--- src/rtl/detector_jogada.sv ---
// Button conditioning for jogo_mindfocus: synchronizes and debounces the raw
// buttons and turns a stable single-button press into one clean move event.
module detector_jogada #(
  parameter int N_BOTOES   = 4,
  parameter int DEBOUNCE   = 20,
  parameter int LONG_PRESS = 3000
) (
  input  logic                clock,
  input  logic                reset,
  input  logic [N_BOTOES-1:0] botoes,
  input  logic                habilita,
  output logic [N_BOTOES-1:0] jogada,
  output logic                jogada_valida,
  output logic                tem_jogada,
  output logic                pressao_longa,
  output logic                erro_multiplo,
  output logic [1:0]          db_estado
);

  localparam int CW = $clog2(DEBOUNCE) + 1;
  localparam int LW = $clog2(LONG_PRESS) + 1;
  localparam logic [CW-1:0]       CONT_UM    = CW'(1);
  localparam logic [CW-1:0]       CONT_FIM   = CW'(DEBOUNCE - 1);
  localparam logic [LW-1:0]       LONGO_UM   = LW'(1);
  localparam logic [LW-1:0]       LONGO_MAX  = LW'(LONG_PRESS);
  localparam logic [LW-1:0]       LONGO_PRE  = LW'(LONG_PRESS - 1);
  localparam logic [N_BOTOES-1:0] PADRAO_UM  = N_BOTOES'(1);

  typedef enum logic [1:0] {
    OCIOSO      = 2'd0,
    FILTRANDO   = 2'd1,
    PRESSIONADO = 2'd2,
    SOLTANDO    = 2'd3
  } estado_t;

  estado_t             estado_q;
  logic [N_BOTOES-1:0] sync1_q;
  logic [N_BOTOES-1:0] s_q;
  logic [N_BOTOES-1:0] padrao_q;
  logic [CW-1:0]       cont_q;
  logic [LW-1:0]       cont_longo_q;
  logic [N_BOTOES-1:0] jogada_q;
  logic                valida_q;
  logic                tem_q;
  logic                longa_q;
  logic                erro_q;

  function automatic logic um_so(input logic [N_BOTOES-1:0] v);
    return (v != '0) && ((v & (v - PADRAO_UM)) == '0);
  endfunction

  // Two-flop synchronizer for the asynchronous button inputs.
  always_ff @(posedge clock) begin
    if (reset) begin
      sync1_q <= '0;
      s_q     <= '0;
    end else begin
      sync1_q <= botoes;
      s_q     <= sync1_q;
    end
  end

  // Debounce FSM with registered move outputs and single-cycle pulses.
  always_ff @(posedge clock) begin
    if (reset) begin
      estado_q     <= OCIOSO;
      padrao_q     <= '0;
      cont_q       <= '0;
      cont_longo_q <= '0;
      jogada_q     <= '0;
      valida_q     <= 1'b0;
      tem_q        <= 1'b0;
      longa_q      <= 1'b0;
      erro_q       <= 1'b0;
    end else begin
      valida_q <= 1'b0;
      longa_q  <= 1'b0;
      erro_q   <= 1'b0;
      case (estado_q)
        OCIOSO: begin
          if (s_q != '0) begin
            estado_q <= FILTRANDO;
            padrao_q <= s_q;
            cont_q   <= '0;
          end
        end
        FILTRANDO: begin
          if (s_q == '0) begin
            estado_q <= OCIOSO;
          end else if (s_q != padrao_q) begin
            padrao_q <= s_q;
            cont_q   <= '0;
          end else if (cont_q < CONT_FIM) begin
            cont_q <= cont_q + CONT_UM;
          end else begin
            cont_q <= '0;
            if (!um_so(padrao_q)) begin
              estado_q <= SOLTANDO;
              erro_q   <= 1'b1;
            end else if (habilita) begin
              estado_q     <= PRESSIONADO;
              jogada_q     <= padrao_q;
              valida_q     <= 1'b1;
              tem_q        <= 1'b1;
              cont_longo_q <= '0;
            end else begin
              estado_q <= SOLTANDO;
            end
          end
        end
        PRESSIONADO: begin
          if (s_q == padrao_q) begin
            // Saturation at LONG_PRESS keeps the hold pulse to one per press.
            if (cont_longo_q < LONGO_MAX) begin
              cont_longo_q <= cont_longo_q + LONGO_UM;
            end
            if (cont_longo_q == LONGO_PRE) begin
              longa_q <= 1'b1;
            end
          end else begin
            estado_q <= SOLTANDO;
            cont_q   <= '0;
            tem_q    <= 1'b0;
          end
        end
        SOLTANDO: begin
          if (s_q != '0) begin
            cont_q <= '0;
          end else if (cont_q < CONT_FIM) begin
            cont_q <= cont_q + CONT_UM;
          end else begin
            estado_q <= OCIOSO;
          end
        end
        default: begin
          estado_q <= OCIOSO;
        end
      endcase
    end
  end

  assign jogada        = jogada_q;
  assign jogada_valida = valida_q;
  assign tem_jogada    = tem_q;
  assign pressao_longa = longa_q;
  assign erro_multiplo = erro_q;
  assign db_estado     = estado_q;

endmodule

--- config.mk ---
export PLATFORM = sky130hd
export DESIGN_NAME = detector_jogada
export DESIGN_NICKNAME = d
export VERILOG_FILES = /design/src/rtl/detector_jogada.sv
export SDC_FILE = /design/constraint.sdc
export NUM_CORES = 1
export LEC_CHECK = 0
export BUFFER_PORTS_ARGS = -buffer_cell sky130_fd_sc_hd__buf_2
export CAP_MARGIN = 20
export CORE_UTILIZATION = 35
export DETAILED_ROUTE_END_ITERATION = 8
export PLACE_DENSITY = 0.53
export RECOVER_POWER = 25
export SLEW_MARGIN = 20
export SYNTH_ARGS = -nofsm -noshare
export SYNTH_HDL_FRONTEND = slang
export SYNTH_SLANG_ARGS = --single-unit
--- constraint.sdc ---
create_clock -name clock -period 2.78 [get_ports clock]
set_input_delay 0.556 -clock clock [delete_from_list [all_inputs] [get_ports clock]]
set_output_delay 0.556 -clock clock [all_outputs]
set_load 0.02 [all_outputs]
# --- Yosys cells after proc, flatten, opt, wreduce, memory -nomap -nowiden ---
# Cells that the tools add are included.
word_totals:
  output_inout_bits: 10
  input_bits: 7
  wordCells: 102
  register_bits: 41
op_classes:
  bitwise: 8
  magnitude_cmp: 2
  n_reduce_logical: 17
  mux: 40
  n_addsub: 3
  eq_ne: 21
ops:
  columns: ["op", "n"]
  rows:
  - ["2-to-1 mux 13 bit", 7]
  - ["2-to-1 mux 6 bit", 7]
  - ["case mux 13 bit (2 select lines)", 1]
  - ["inequality test 2 bit, second input constant", 12]
  - ["case mux 6 bit (4 select lines)", 1]
  - ["2-to-1 mux 2 bit", 7]
  - ["adder 13 x 1 -> 13 bit, second input constant", 1]
  - ["== test 13 x 12 -> 1 bit, second input constant", 1]
  - ["< comparator 13 x 12 -> 1 bit, second input constant", 1]
  - ["2-to-1 mux 4 bit", 3]
  - ["AND reduction 6 bit", 2]
  - ["2-to-1 mux 1 bit", 11]
  - ["inequality test 3 bit, second input constant", 3]
  - ["logical NOT 4 bit", 2]
  - ["case mux 2 bit (4 select lines)", 1]
  - ["case mux 4 bit (2 select lines)", 1]
  - ["AND reduction 4 bit", 2]
  - ["AND reduction 8 bit", 1]
  - ["nonzero test 4 bit", 2]
  - ["inverter 1 bit", 7]
  - ["AND reduction 7 bit", 1]
  - ["adder 6 x 1 -> 6 bit, second input constant", 1]
  - ["< comparator 6 x 5 -> 1 bit, second input constant", 1]
  - ["OR reduction 6 bit", 1]
  - ["12 further kinds", 14]

# --- Logic depth before layout (Yosys ltp) ---
# Gate-level depths: netlist (run 1).
logic_depth:
  ltp_word: 9
  depth_mapped: 8
  ltp_nobuf: 6

# --- Worst setup path before layout (run 1) ---
# No wires, ideal clock.
synth_timing:
  path_type: "register -> register"
  start: "register (tool-made name)"
  end: "register cont_longo_q[9]"
  synth_period_minus_slack_ns: 1.863
  stages_incl_launch_ff: 7
  setup_time_ns: 0.071
  arrival_ns: 1.792
  t_required_ns: 2.709
  setup_slack_ns: 0.917
  cell_sequence: "dfxtp_1 -> buf_4 -> nor3b_1 -> o311a_1 -> o211a_4 -> or4b_1 -> a21oi_1"
synth_rtl:
  columns: ["element", "line_no", "text"]
  rows:
  - ["end signal, assigned", "115", "cont_longo_q <= cont_longo_q + LONGO_UM;"]
  - ["end, declared", "41", "logic [LW-1:0] cont_longo_q;"]

# --- Worst setup path after layout (run 1) ---
layout_timing:
  start: "register padrao_q[0]"
  end: "register cont_longo_q[7]"
layout_via:
  elab_chain_len: 6
  word_cells_on_any_way: 11
  cone_classes: "add/sub: 1; eq/ne: 5; bitwise: 1; reduce/logical: 4"
layout_lines:
  columns: ["element", "line_no", "text"]
  rows:
  - ["start, declared", "39", "logic [N_BOTOES-1:0] padrao_q;"]
  - ["start signal, assigned", "83", "padrao_q <= s_q;"]
  - ["start signal, assigned", "91", "padrao_q <= s_q;"]
  - ["subtractor 4 x 1 -> 4 bit", "49", "return (v != '0) && ((v & (v - PADRAO_UM)) == '0);"]
  - ["bitwise AND 4 bit", "49", null]
  - ["logical NOT 4 bit", "49", null]
  - ["logical AND 1 bit", "49", null]
  - ["inequality test 2 bit (no line)", null, null]
  - ["AND reduction 8 bit (no line) (*)", null, null]
# Mark *: on every way between the ends. The rest lies on a longest branch, timed or not.
# A chain may end at the register's enable or synchronous reset.

==> impl_table.tex, run 1 <==
\begin{tabular}{lr}
\hline
Metric & Value \\
\hline
\multicolumn{2}{l}{\textbf{STA}} \\
\quad Hold Fails Final Rpt & 0 \\
\quad Final setup violation count & 0 \\
\quad Transition time at the pin with the least slew margin & around 0.95 ns \\
\quad Final worst-path cycle share & 79.8\% \\
\quad Unrepaired setup endpoints after global routing & false \\
\quad Highest attainable clock frequency & roughly 450 MHz \\
\quad Clock period minus final worst setup slack & 2.22 ns \\
\quad Clock tree skew after final layout & 0.00932 ns \\
\quad Final Slew Violations & 0 \\
\quad Remaining max-slew budget at the tightest pin & between 30 and 40\% \\
\quad Setup Total Neg Slack & 0 ns \\
\quad Worst path setup slack after routing & 0.562 ns \\
\multicolumn{2}{l}{\textbf{Cells and area}} \\
\quad Relative area change from synthesis to final layout & 8.71\% \\
\quad Diodes inserted & 0 \\
\quad Layout cell share with drive strength beyond 1 & 12.4\% \\
\quad Final layout net count & between 200 and 250 \\
\quad Highest-count cells in the layout ignoring fill and taps & 41 x sky130\_fd\_sc\_hd\_\_dfxtp\_1, 17 x sky130\_fd\_sc\_hd\_\_a21oi\_1, 16 x sky130\_fd\_sc\_hd\_\_nor2\_1 \\
\quad Number of standard cells in the final layout excluding fillers & 313 \\
\quad Commonest non-fill, non-tap cell in the layout & sky130\_fd\_sc\_hd\_\_dfxtp\_1 \\
\multicolumn{2}{l}{\textbf{Floorplanning}} \\
\quad \# rows & 27 \\
\quad Die area & a little over 6000 um\^{}2 \\
\quad Die outline width & 78.6 um \\
\quad Initial cell density of the core & about 37\% \\
\quad Vert. Die Dim & roughly 79 um \\
\quad IO Count & 17 \\
\quad Total core area & 5570 um\^{}2 \\
\multicolumn{2}{l}{\textbf{Setup path}} \\
\quad R2r setup slk & around 0.56 ns \\
\quad Critical path data required time & around 3 ns \\
\quad Crit path kind & reg -> reg \\
\quad Worst-path cell chain & xnor2\_2, and4\_1, nor2\_1, nor3\_1, a311oi\_1 \\
\quad Kind of capture point of the worst setup path & flip-flop \\
\quad Highest cell delay on the worst timing path & 0.70 ns \\
\quad Cell type of the slowest stage on the worst timing path & sky130\_fd\_sc\_hd\_\_nor2\_1 \\
\quad Data arrival time of the critical path & between 2 and 2.5 ns \\
\quad Critical path peak fanout & 12 \\
\quad Critical path startpoint category & flip-flop \\
\multicolumn{2}{l}{\textbf{Global routing}} \\
\quad Peak-usage layer in the global routing report & met2 \\
\quad All-Layer GR Usage & 16.6\% \\
\quad GRT met1 Usage & between 20\% and 30\% \\
\quad Initial antenna violation count & 0 \\
\quad Number of global-route vias before repair & 1,642 \\
\quad Largest net degree at the start of global routing & 21 \\
\quad Wire length of the first global-routing pass & 7990 um \\
\quad Residual overflow from global routing & 0 \\
\quad GR met2 Demand/Resource & between 20\% and 30\% \\
\quad Met3 usage & under 10\% \\
\multicolumn{2}{l}{\textbf{Yosys}} \\
\quad Adder-cell area share of the yosys netlist & 1.22\% \\
\quad Fraction of the mapped netlist area in compound gates & around a quarter \\
\quad Share of flip-flops with an asynchronous set or reset & 0\% \\
\quad Combined area of all synthesized cells & approximately 2100 um\^{}2 \\
\quad Number of flops mapped to enable cells by yosys & 0 \\
\quad Seq/Total Area, Yosys & between 30\% and 40\% \\
\quad Synthesized area per cell & $\sim$9 um\^{}2 \\
\quad Synth Area in Simple Gates & around a quarter \\
\quad Proportion of synthesized area in mux cells & roughly 2.4\% \\
\quad Top\_reg\_cell synth & sky130\_fd\_sc\_hd\_\_dfxtp\_1 \\
\quad Synthesized instance count & between 200 and 250 \\
\quad Number of warnings issued by yosys & 0 \\
\quad Register bit total from synthesis & between 40 and 50 \\
\quad Ranking of synthesized cells by area & sky130\_fd\_sc\_hd\_\_dfxtp\_1 40\%, sky130\_fd\_sc\_hd\_\_a21oi\_1 4.1\%, sky130\_fd\_sc\_hd\_\_nor2b\_1 3.7\% \\
\quad Number of distinct standard cells referenced by the synthesized netlist & 55 \\
\quad Post-synth top area cell & sky130\_fd\_sc\_hd\_\_dfxtp\_1 \\
\quad Top-area cell type share of the netlist area & about two fifths \\
\quad XOR/XNOR Fraction of Synth Area & slightly below 3\% \\
\quad Combinational family with the most area after synthesis & simple AND/OR/NAND/NOR gates \\
\quad Net Count, Synth & $\sim$240 \\
\multicolumn{2}{l}{\textbf{Pwr}} \\
\quad Worst supply voltage drop on vdd & 192 uV \\
\quad Pwr per Cell Area & 498 nW/um\^{}2 \\
\quad Static leakage & 0.000786 uW \\
\multicolumn{2}{l}{\textbf{Clocking}} \\
\quad CTS H-tree lvls & 2 \\
\quad Latest clock arrival within the worst-skew pair & around 0.31 ns \\
\quad Count of clock tree sinks & 41 \\
\quad Number of CTS-inserted buffers & 5 \\
\quad Clock Root Buffer & sky130\_fd\_sc\_hd\_\_clkbuf\_8 \\
\quad Clock tree from TritonCTS & yes \\
\quad Total of cells resized after clock tree synthesis & 0 \\
\quad Clk buf depth & 2 \\
\quad Buffers inserted by post-CTS timing repair & 0 \\
\quad CTS Hold Buffers Added & 0 \\
\quad Clock-pin transition on the worst setup and hold timing paths & around 0.08 ns \\
\multicolumn{2}{l}{\textbf{Detailed routing}} \\
\quad DRT iter0 DRCs & roughly 160 \\
\quad Residual DRC count & 0 \\
\quad DRT Pass-1 Iters & 4 \\
\quad Wire length per cell after detailed routing & approximately 15 um \\
\quad Via total after detailed routing & about 1.8k \\
\quad Total wire length & around 4700 um \\
\quad Count of nets left with antenna violations after detail routing & 0 \\
\quad Vias per cell & between 5 and 6 \\
\multicolumn{2}{l}{\textbf{Placement}} \\
\quad Placed wire-length estimate after detailed placement & 3290 um \\
\quad Setup Slack @ Placement & 0.593 ns \\
\quad Number of instances in the placed design & 305 \\
\quad Final RePlAce weighted congestion & between 0.7 and 0.8 \\
\quad \# port buffers & 16 \\
\multicolumn{2}{l}{\textbf{Status}} \\
\quad Result of the run & complete, no violations \\
\multicolumn{2}{l}{\textbf{Min path}} \\
\quad Hold Crit Class & reg -> reg \\
\multicolumn{2}{l}{\textbf{Job}} \\
\quad Number of maximum-capacitance violations & 0 \\
\hline
\end{tabular}
[metal layers]
metal	up-vias	routed length [um]
met5	-	0
met4	0	76
met3	6	148
met2	34	2120
met1	852	2310
li1	876	-
[synthesized netlist by cell type (2+ instances only)]
| cell type | n |
|---|---|
| sky130_fd_sc_hd__dfxtp_1 | 41 |
| sky130_fd_sc_hd__a21oi_1 | 17 |
| sky130_fd_sc_hd__nor2_1 | 16 |
| sky130_fd_sc_hd__nand2_1 | 13 |
| sky130_fd_sc_hd__nor2b_1 | 12 |
| sky130_fd_sc_hd__nand3_1 | 11 |
| sky130_fd_sc_hd__o21ai_0 | 10 |
| sky130_fd_sc_hd__inv_1 | 6 |
| sky130_fd_sc_hd__nand4_1 | 6 |
| sky130_fd_sc_hd__o41ai_1 | 6 |
| sky130_fd_sc_hd__and3_1 | 5 |
| sky130_fd_sc_hd__clkbuf_1 | 5 |
| sky130_fd_sc_hd__mux2i_1 | 5 |
| sky130_fd_sc_hd__nand3b_1 | 5 |
| sky130_fd_sc_hd__nor3_1 | 5 |
| sky130_fd_sc_hd__xnor2_1 | 4 |
| sky130_fd_sc_hd__a211oi_1 | 3 |
| sky130_fd_sc_hd__a31oi_1 | 3 |
| sky130_fd_sc_hd__buf_2 | 3 |
| sky130_fd_sc_hd__buf_6 | 3 |
| sky130_fd_sc_hd__nor4_1 | 3 |
| sky130_fd_sc_hd__o21a_1 | 3 |
| sky130_fd_sc_hd__or4_1 | 3 |
| sky130_fd_sc_hd__a21o_1 | 2 |
| sky130_fd_sc_hd__a311oi_1 | 2 |
| sky130_fd_sc_hd__and2_1 | 2 |
| sky130_fd_sc_hd__and4_1 | 2 |
| sky130_fd_sc_hd__ha_1 | 2 |
| sky130_fd_sc_hd__nand2b_1 | 2 |
| sky130_fd_sc_hd__o22ai_1 | 2 |
| sky130_fd_sc_hd__o311a_1 | 2 |
| sky130_fd_sc_hd__o31ai_1 | 2 |
[power breakdown]
group / switching (uW) / internal, uW / leakage [uW]
Combinational: 61.5 / 32.5 / 0.000409
Clock: 229 / 178 / 0.0000445
Sequential: 12.5 / 597 / 0.000332
Total: 303 / 808 / 0.000786
[layout make-up]
cell class	instances	area, um^2
well taps	72	90.1
clock inverters	3	21.3
clock buffers	5	68.8
multi-input cells	169	1130
fillers	586	3340
inverters	6	22.5
flip-flops and latches	41	821
repair buffers	17	77.6
[logic make-up (layout without fill, tap and decap cells)]
kind of cell	count (synthesis)	in the layout
buffers and inverters	19	31
muxes	5	5
xor gates and xnor gates	6	6
AOI/OAI and AO/OA	64	64
DFF	41	41
adders and majority gates	2	2
and+or+nand+nor	92	92
[flip-flops by register name, summed over array words and instances (netlist names), 4 cells and up, named ones only]
| name | cells |
|---|---|
| sync1_q | 4 |
| cont_q | 6 |
| s_q | 4 |
| jogada | 4 |
| cont_longo_q | 13 |
| padrao_q | 4 |
[worst max-delay path: cells and delay by family (launching register included)]
kind,cells,cell delay (ns)
AO/OA/AOI/OAI,1,0.29
XOR/XNOR,1,0.11
flip-flops,1,0.49
AND/OR/NAND/NOR,3,1.23
[path summary, 6_finish.rpt]
path / end / start / depth (start not counted)
min: s_q[1] / sync1_q[1] / 1
max reg2reg: cont_longo_q[7] / padrao_q[0] / 5
min reg2reg: s_q[1] / sync1_q[1] / 1
max: cont_longo_q[7] / padrao_q[0] / 5
[per-stage QoR]
stage                     power, uW  hold WS (ns)  utilization, %  area, um^2
after floorplan                 698         0.414               -        2050
after global placement          716         0.423            38.6        2150
after detailed placement        717         0.427            38.6        2150
after CTS                      1120         0.448            40.2        2240
after global routing           1160         0.456            40.0        2230
final                          1110         0.443            40.0        2230
Power figures use the tool's default switching activity.
==> inputs of run 2 (changes only) <==
- ABC_AREA: unset -> 1
- PLACE_DENSITY: 0.53 -> 0.55
- clock period: 2.78 -> 1.81 ns (I/O delays scaled with it)
==> impl_table.tex, run 2 <==
\begin{tabular}{lr}
\hline
Metric & Value \\
\hline
\multicolumn{2}{l}{\textbf{Yosys}} \\
\quad Ranking of synthesized cells by area & sky130\_fd\_sc\_hd\_\_dfxtp\_1 39\%, sky130\_fd\_sc\_hd\_\_nand2\_1 14\%, sky130\_fd\_sc\_hd\_\_nor2\_1 9.1\% (was sky130\_fd\_sc\_hd\_\_dfxtp\_1 40\%, sky130\_fd\_sc\_hd\_\_a21oi\_1 4.1\%, sky130\_fd\_sc\_hd\_\_nor2b\_1 3.7\%) \\
\quad Number of warnings issued by yosys & 0 (unchanged) \\
\quad Most frequent cell after synthesis & sky130\_fd\_sc\_hd\_\_nand2\_1 (was sky130\_fd\_sc\_hd\_\_dfxtp\_1) \\
\quad Number of distinct standard cells referenced by the synthesized netlist & 28 (was 55) \\
\quad Synthesized area per cell & 6.66 um\^{}2 (was 8.97 um\^{}2) \\
\quad Top\_reg\_cell synth & sky130\_fd\_sc\_hd\_\_dfxtp\_1 (unchanged) \\
\quad Number of flops mapped to enable cells by yosys & 0 (unchanged) \\
\quad Post-synth top area cell & sky130\_fd\_sc\_hd\_\_dfxtp\_1 (unchanged) \\
\quad Combined area of all synthesized cells & 2110 um\^{}2 (was 2050 um\^{}2) \\
\quad Top-area cell type share of the netlist area & 38.9\% (was 40.0\%) \\
\quad Net Count, Synth & 326 (was 238) \\
\quad Commonest cells in the synthesized netlist & 81 x sky130\_fd\_sc\_hd\_\_nand2\_1, 51 x sky130\_fd\_sc\_hd\_\_nor2\_1, 41 x sky130\_fd\_sc\_hd\_\_dfxtp\_1 (was 41 x sky130\_fd\_sc\_hd\_\_dfxtp\_1, 17 x sky130\_fd\_sc\_hd\_\_a21oi\_1, 16 x sky130\_fd\_sc\_hd\_\_nor2\_1) \\
\quad Share of flip-flops with an asynchronous set or reset & 0\% (unchanged) \\
\quad Seq/Total Area, Yosys & 38.9\% (was 40.0\%) \\
\quad Synthesized instance count & 317 (was 229) \\
\quad Register bit total from synthesis & 41 (unchanged) \\
\multicolumn{2}{l}{\textbf{Clocking}} \\
\quad Latest clock arrival within the worst-skew pair & 0.30 ns (was 0.31 ns) \\
\quad Clock Root Buffer & sky130\_fd\_sc\_hd\_\_clkbuf\_8 (unchanged) \\
\quad Clk buf depth & 2 (unchanged) \\
\quad Clock tree from TritonCTS & yes (unchanged) \\
\quad Number of CTS-inserted buffers & 5 (unchanged) \\
\quad Clock-pin transition on the worst setup and hold timing paths & 0.08 ns (about the same) \\
\quad CTS H-tree lvls & 2 (unchanged) \\
\quad Buffers inserted by post-CTS timing repair & 0 (unchanged) \\
\quad CTS Hold Buffers Added & 0 (unchanged) \\
\quad Count of clock tree sinks & 41 (unchanged) \\
\quad Total of cells resized after clock tree synthesis & 0 (unchanged) \\
\multicolumn{2}{l}{\textbf{STA}} \\
\quad Transition time at the pin with the least slew margin & 1.29 ns (was 0.951 ns) \\
\quad Clock period minus final worst setup slack & 1.66 ns (was 2.22 ns) \\
\quad Final Slew Violations & 0 (unchanged) \\
\quad Final worst-path cycle share & 91.5\% (was 79.8\%) \\
\quad Highest attainable clock frequency & 604 MHz (was 451 MHz) \\
\quad Remaining max-slew budget at the tightest pin & 13.8\% (was 36.6\%) \\
\quad Clock tree skew after final layout & 0.00384 ns (was 0.00932 ns) \\
\quad Hold Fails Final Rpt & 0 (unchanged) \\
\quad Final setup violation count & 0 (unchanged) \\
\multicolumn{2}{l}{\textbf{Floorplanning}} \\
\quad \# rows & 27 (unchanged) \\
\quad IO Count & 17 (unchanged) \\
\quad Die outline width & 79.7 um (was 78.6 um) \\
\quad Total core area & 5680 um\^{}2 (was 5570 um\^{}2) \\
\quad Initial cell density of the core & 37.2\% (was 36.8\%) \\
\quad Die area & 6350 um\^{}2 (was 6180 um\^{}2) \\
\quad Vert. Die Dim & 79.7 um (was 78.6 um) \\
\multicolumn{2}{l}{\textbf{Pwr}} \\
\quad Pwr per Cell Area & 1010 nW/um\^{}2 (was 498 nW/um\^{}2) \\
\quad Static leakage & 0.00107 uW (was 0.000786 uW) \\
\quad Worst supply voltage drop on vdd & 443 uV (was 192 uV) \\
\multicolumn{2}{l}{\textbf{Global routing}} \\
\quad Wire length of the first global-routing pass & 7890 um (was 7990 um) \\
\quad Largest net degree at the start of global routing & 28 (was 21) \\
\quad Residual overflow from global routing & 0 (unchanged) \\
\quad Initial antenna violation count & 0 (unchanged) \\
\quad Number of global-route vias before repair & 1,753 (was 1,642) \\
\quad All-Layer GR Usage & 16.0\% (was 16.6\%) \\
\multicolumn{2}{l}{\textbf{Cells and area}} \\
\quad Final layout net count & 350 (was 249) \\
\quad Number of standard cells in the final layout excluding fillers & 414 (was 313) \\
\quad Relative area change from synthesis to final layout & 16.1\% (was 8.71\%) \\
\quad Layout cell share with drive strength beyond 1 & 15.2\% (was 12.4\%) \\
\quad Number of flip-flops under the largest register name & 13 (unchanged) \\
\quad Core utilization of the finished layout & 43.2\% (was 40.0\%) \\
\quad Top flop regs & cont\_longo\_q (13), cont\_q (6) (unchanged) \\
\quad Commonest non-fill, non-tap cell in the layout & sky130\_fd\_sc\_hd\_\_nand2\_1 (was sky130\_fd\_sc\_hd\_\_dfxtp\_1) \\
\quad Highest-count cells in the layout ignoring fill and taps & 79 x sky130\_fd\_sc\_hd\_\_nand2\_1, 51 x sky130\_fd\_sc\_hd\_\_nor2\_1, 39 x sky130\_fd\_sc\_hd\_\_dfxtp\_1 (was 41 x sky130\_fd\_sc\_hd\_\_dfxtp\_1, 17 x sky130\_fd\_sc\_hd\_\_a21oi\_1, 16 x sky130\_fd\_sc\_hd\_\_nor2\_1) \\
\quad Register bank with the most flops & cont\_longo\_q (unchanged) \\
\quad Diodes inserted & 0 (unchanged) \\
\quad Filler cell count & 616 (was 586) \\
\multicolumn{2}{l}{\textbf{Status}} \\
\quad Result of the run & complete, no violations (unchanged) \\
\multicolumn{2}{l}{\textbf{Detailed routing}} \\
\quad Count of nets left with antenna violations after detail routing & 0 (unchanged) \\
\quad Residual DRC count & 0 (unchanged) \\
\quad Total wire length & 4540 um (was 4660 um) \\
\quad Via total after detailed routing & 1,909 (was 1,768) \\
\quad Vias per cell & 4.61 (was 5.65) \\
\quad DRT iter0 DRCs & 78 (was 155) \\
\quad Wire length per cell after detailed routing & 11.0 um (was 14.9 um) \\
\quad DRT Pass-1 Iters & 4 (unchanged) \\
\multicolumn{2}{l}{\textbf{Setup path}} \\
\quad Crit path kind & reg -> reg (unchanged) \\
\quad Critical path data required time & 1.94 ns (was 2.99 ns) \\
\quad Total buffers and inverters traversed by the critical path & 1 (was 0) \\
\quad Critical R2R Capture & cont\_longo\_q[8] (was cont\_longo\_q[7]) \\
\quad Start of the worst register-to-register path & cont\_q[0] (was padrao\_q[0]) \\
\quad Worst R2R Path Depth & 10 (was 5) \\
\quad Cell type of the slowest stage on the worst timing path & sky130\_fd\_sc\_hd\_\_dfxtp\_1 (was sky130\_fd\_sc\_hd\_\_nor2\_1) \\
\quad R2r setup slk & 0.15 ns (was 0.56 ns) \\
\quad Worst-path cell chain & ha\_1, nor2\_1, nand2\_1, nand2\_1, nand2\_2, nand4\_1, nand2\_1, buf\_6, nand3\_1, a21oi\_1 (was xnor2\_2, and4\_1, nor2\_1, nor3\_1, a311oi\_1) \\
\quad Critical path peak fanout & 12 (unchanged) \\
\quad Highest cell delay on the worst timing path & 0.34 ns (was 0.70 ns) \\
\quad Data arrival time of the critical path & 1.78 ns (was 2.43 ns) \\
\quad Kind of capture point of the worst setup path & flip-flop (unchanged) \\
\quad Critical path startpoint category & flip-flop (unchanged) \\
\quad Cell repeated most along the worst path & sky130\_fd\_sc\_hd\_\_nand2\_1 \\
\quad Kind of cell with the highest combined delay on the critical path & simple AND/OR/NAND/NOR gates (unchanged) \\
\multicolumn{2}{l}{\textbf{Placement}} \\
\quad \# port buffers & 16 (unchanged) \\
\quad Number of instances in the placed design & 406 (was 305) \\
\quad Placed wire-length estimate after detailed placement & 3260 um (was 3290 um) \\
\quad Final RePlAce weighted congestion & 0.829 (was 0.774) \\
\multicolumn{2}{l}{\textbf{Min path}} \\
\quad HP Start & botoes[2] (was sync1\_q[1]) \\
\quad Hold Crit Class & in -> reg (was reg -> reg) \\
\quad Hold path depth & 3 (was 1) \\
\quad Hold endpoint & sync1\_q[2] (was s\_q[1]) \\
\multicolumn{2}{l}{\textbf{Job}} \\
\quad Number of maximum-capacitance violations & 0 (unchanged) \\
\hline
\end{tabular}
run 2: changes by cell type after synthesis, moves of 6 or more:
cell	previous run	this run
sky130_fd_sc_hd__nand3_1	11	25
sky130_fd_sc_hd__inv_2	0	6
sky130_fd_sc_hd__o41ai_1	6	0
sky130_fd_sc_hd__nand2_1	13	81
sky130_fd_sc_hd__nor2_1	16	51
sky130_fd_sc_hd__inv_1	6	37
sky130_fd_sc_hd__nor2b_1	12	1
run 2: layout make-up:
class	count	area [um^2]	area share, %
flip-flops and latches	41	823	33.6
repair buffers	25	146	5.97
well taps	72	90.1	3.68
inverters	43	161	6.59
multi-input cells	225	1100	44.7
clock buffers	5	68.8	2.81
clock inverters	3	65.1	2.65
run 2: worst reg2reg max path, stage by stage, from the launching register on:
cell and delay, ns:
sky130_fd_sc_hd__dfxtp_1 0.34, sky130_fd_sc_hd__ha_1 0.21, sky130_fd_sc_hd__nor2_1 0.12, sky130_fd_sc_hd__nand2_1 0.06, sky130_fd_sc_hd__nand2_1 0.08, sky130_fd_sc_hd__nand2_2 0.10, sky130_fd_sc_hd__nand4_1 0.11, sky130_fd_sc_hd__nand2_1 0.13
sky130_fd_sc_hd__buf_6 0.18, sky130_fd_sc_hd__nand3_1 0.10, sky130_fd_sc_hd__a21oi_1 0.07
run 2: worst max path at each step:
stage / startpoint / to / slack (ns) / depth (start not counted)
2_1_floorplan: flip-flop / cont_longo_q[3] / 0.25 / 8
3_3_place_gp: cont_q[0] / cont_q[4] / 0.17 / 11
3_5_place_dp: cont_q[0] / cont_q[4] / 0.12 / 11
4_1_cts: cont_q[0] / cont_q[4] / 0.10 / 11
5_1_grt: cont_q[0] / cont_longo_q[3] / -0.005 / 10
6_report: cont_q[0] / cont_longo_q[8] / 0.15 / 10
run 2: kinds of logic (layout without fill, tap and decap cells):
group | count (synthesis) | after routing | synth area share, %
xor+xnor | 7 | 7 | 2.90
flops | 41 | 41 | 38.9
fa+ha+maj | 2 | 2 | 1.18
simple gates | 181 | 181 | 38.2
buf+inv | 51 | 76 | 9.95
compound gates | 35 | 35 | 8.89
run 2: per-layer routing:
metal  GRT usage (%)  vias to the layer above  wire length, um
met5               0                        -                0
met4            6.55                        0               52
met3            3.09                        5              136
met2            24.9                       25             1960
met1            21.6                      846             2400
li1                -                     1033                -
run 2: per-stage QoR:
step / worst slack, ns / hold WS (ns) / total power (uW) / setup TNS, ns / cell area [um^2]
after global placement: 0.170 / 0.396 / 1580 / 0 / 2300
after detailed placement: 0.120 / 0.400 / 1590 / 0 / 2300
final: 0.155 / 0.259 / 2470 / 0 / 2450
after CTS: 0.100 / 0.250 / 2470 / 0 / 2430
after floorplan: 0.247 / 0.388 / 1450 / 0 / 2110
after global routing: -0.00510 / 0.260 / 2610 / -0.0113 / 2450
run 2: report_power, final:
| part | total [uW] | internal [uW] | switching (uW) |
|---|---|---|---|
| sequential | 987 | 948 | 39.1 |
| combinational | 601 | 196 | 405 |
| clock | 881 | 548 | 333 |
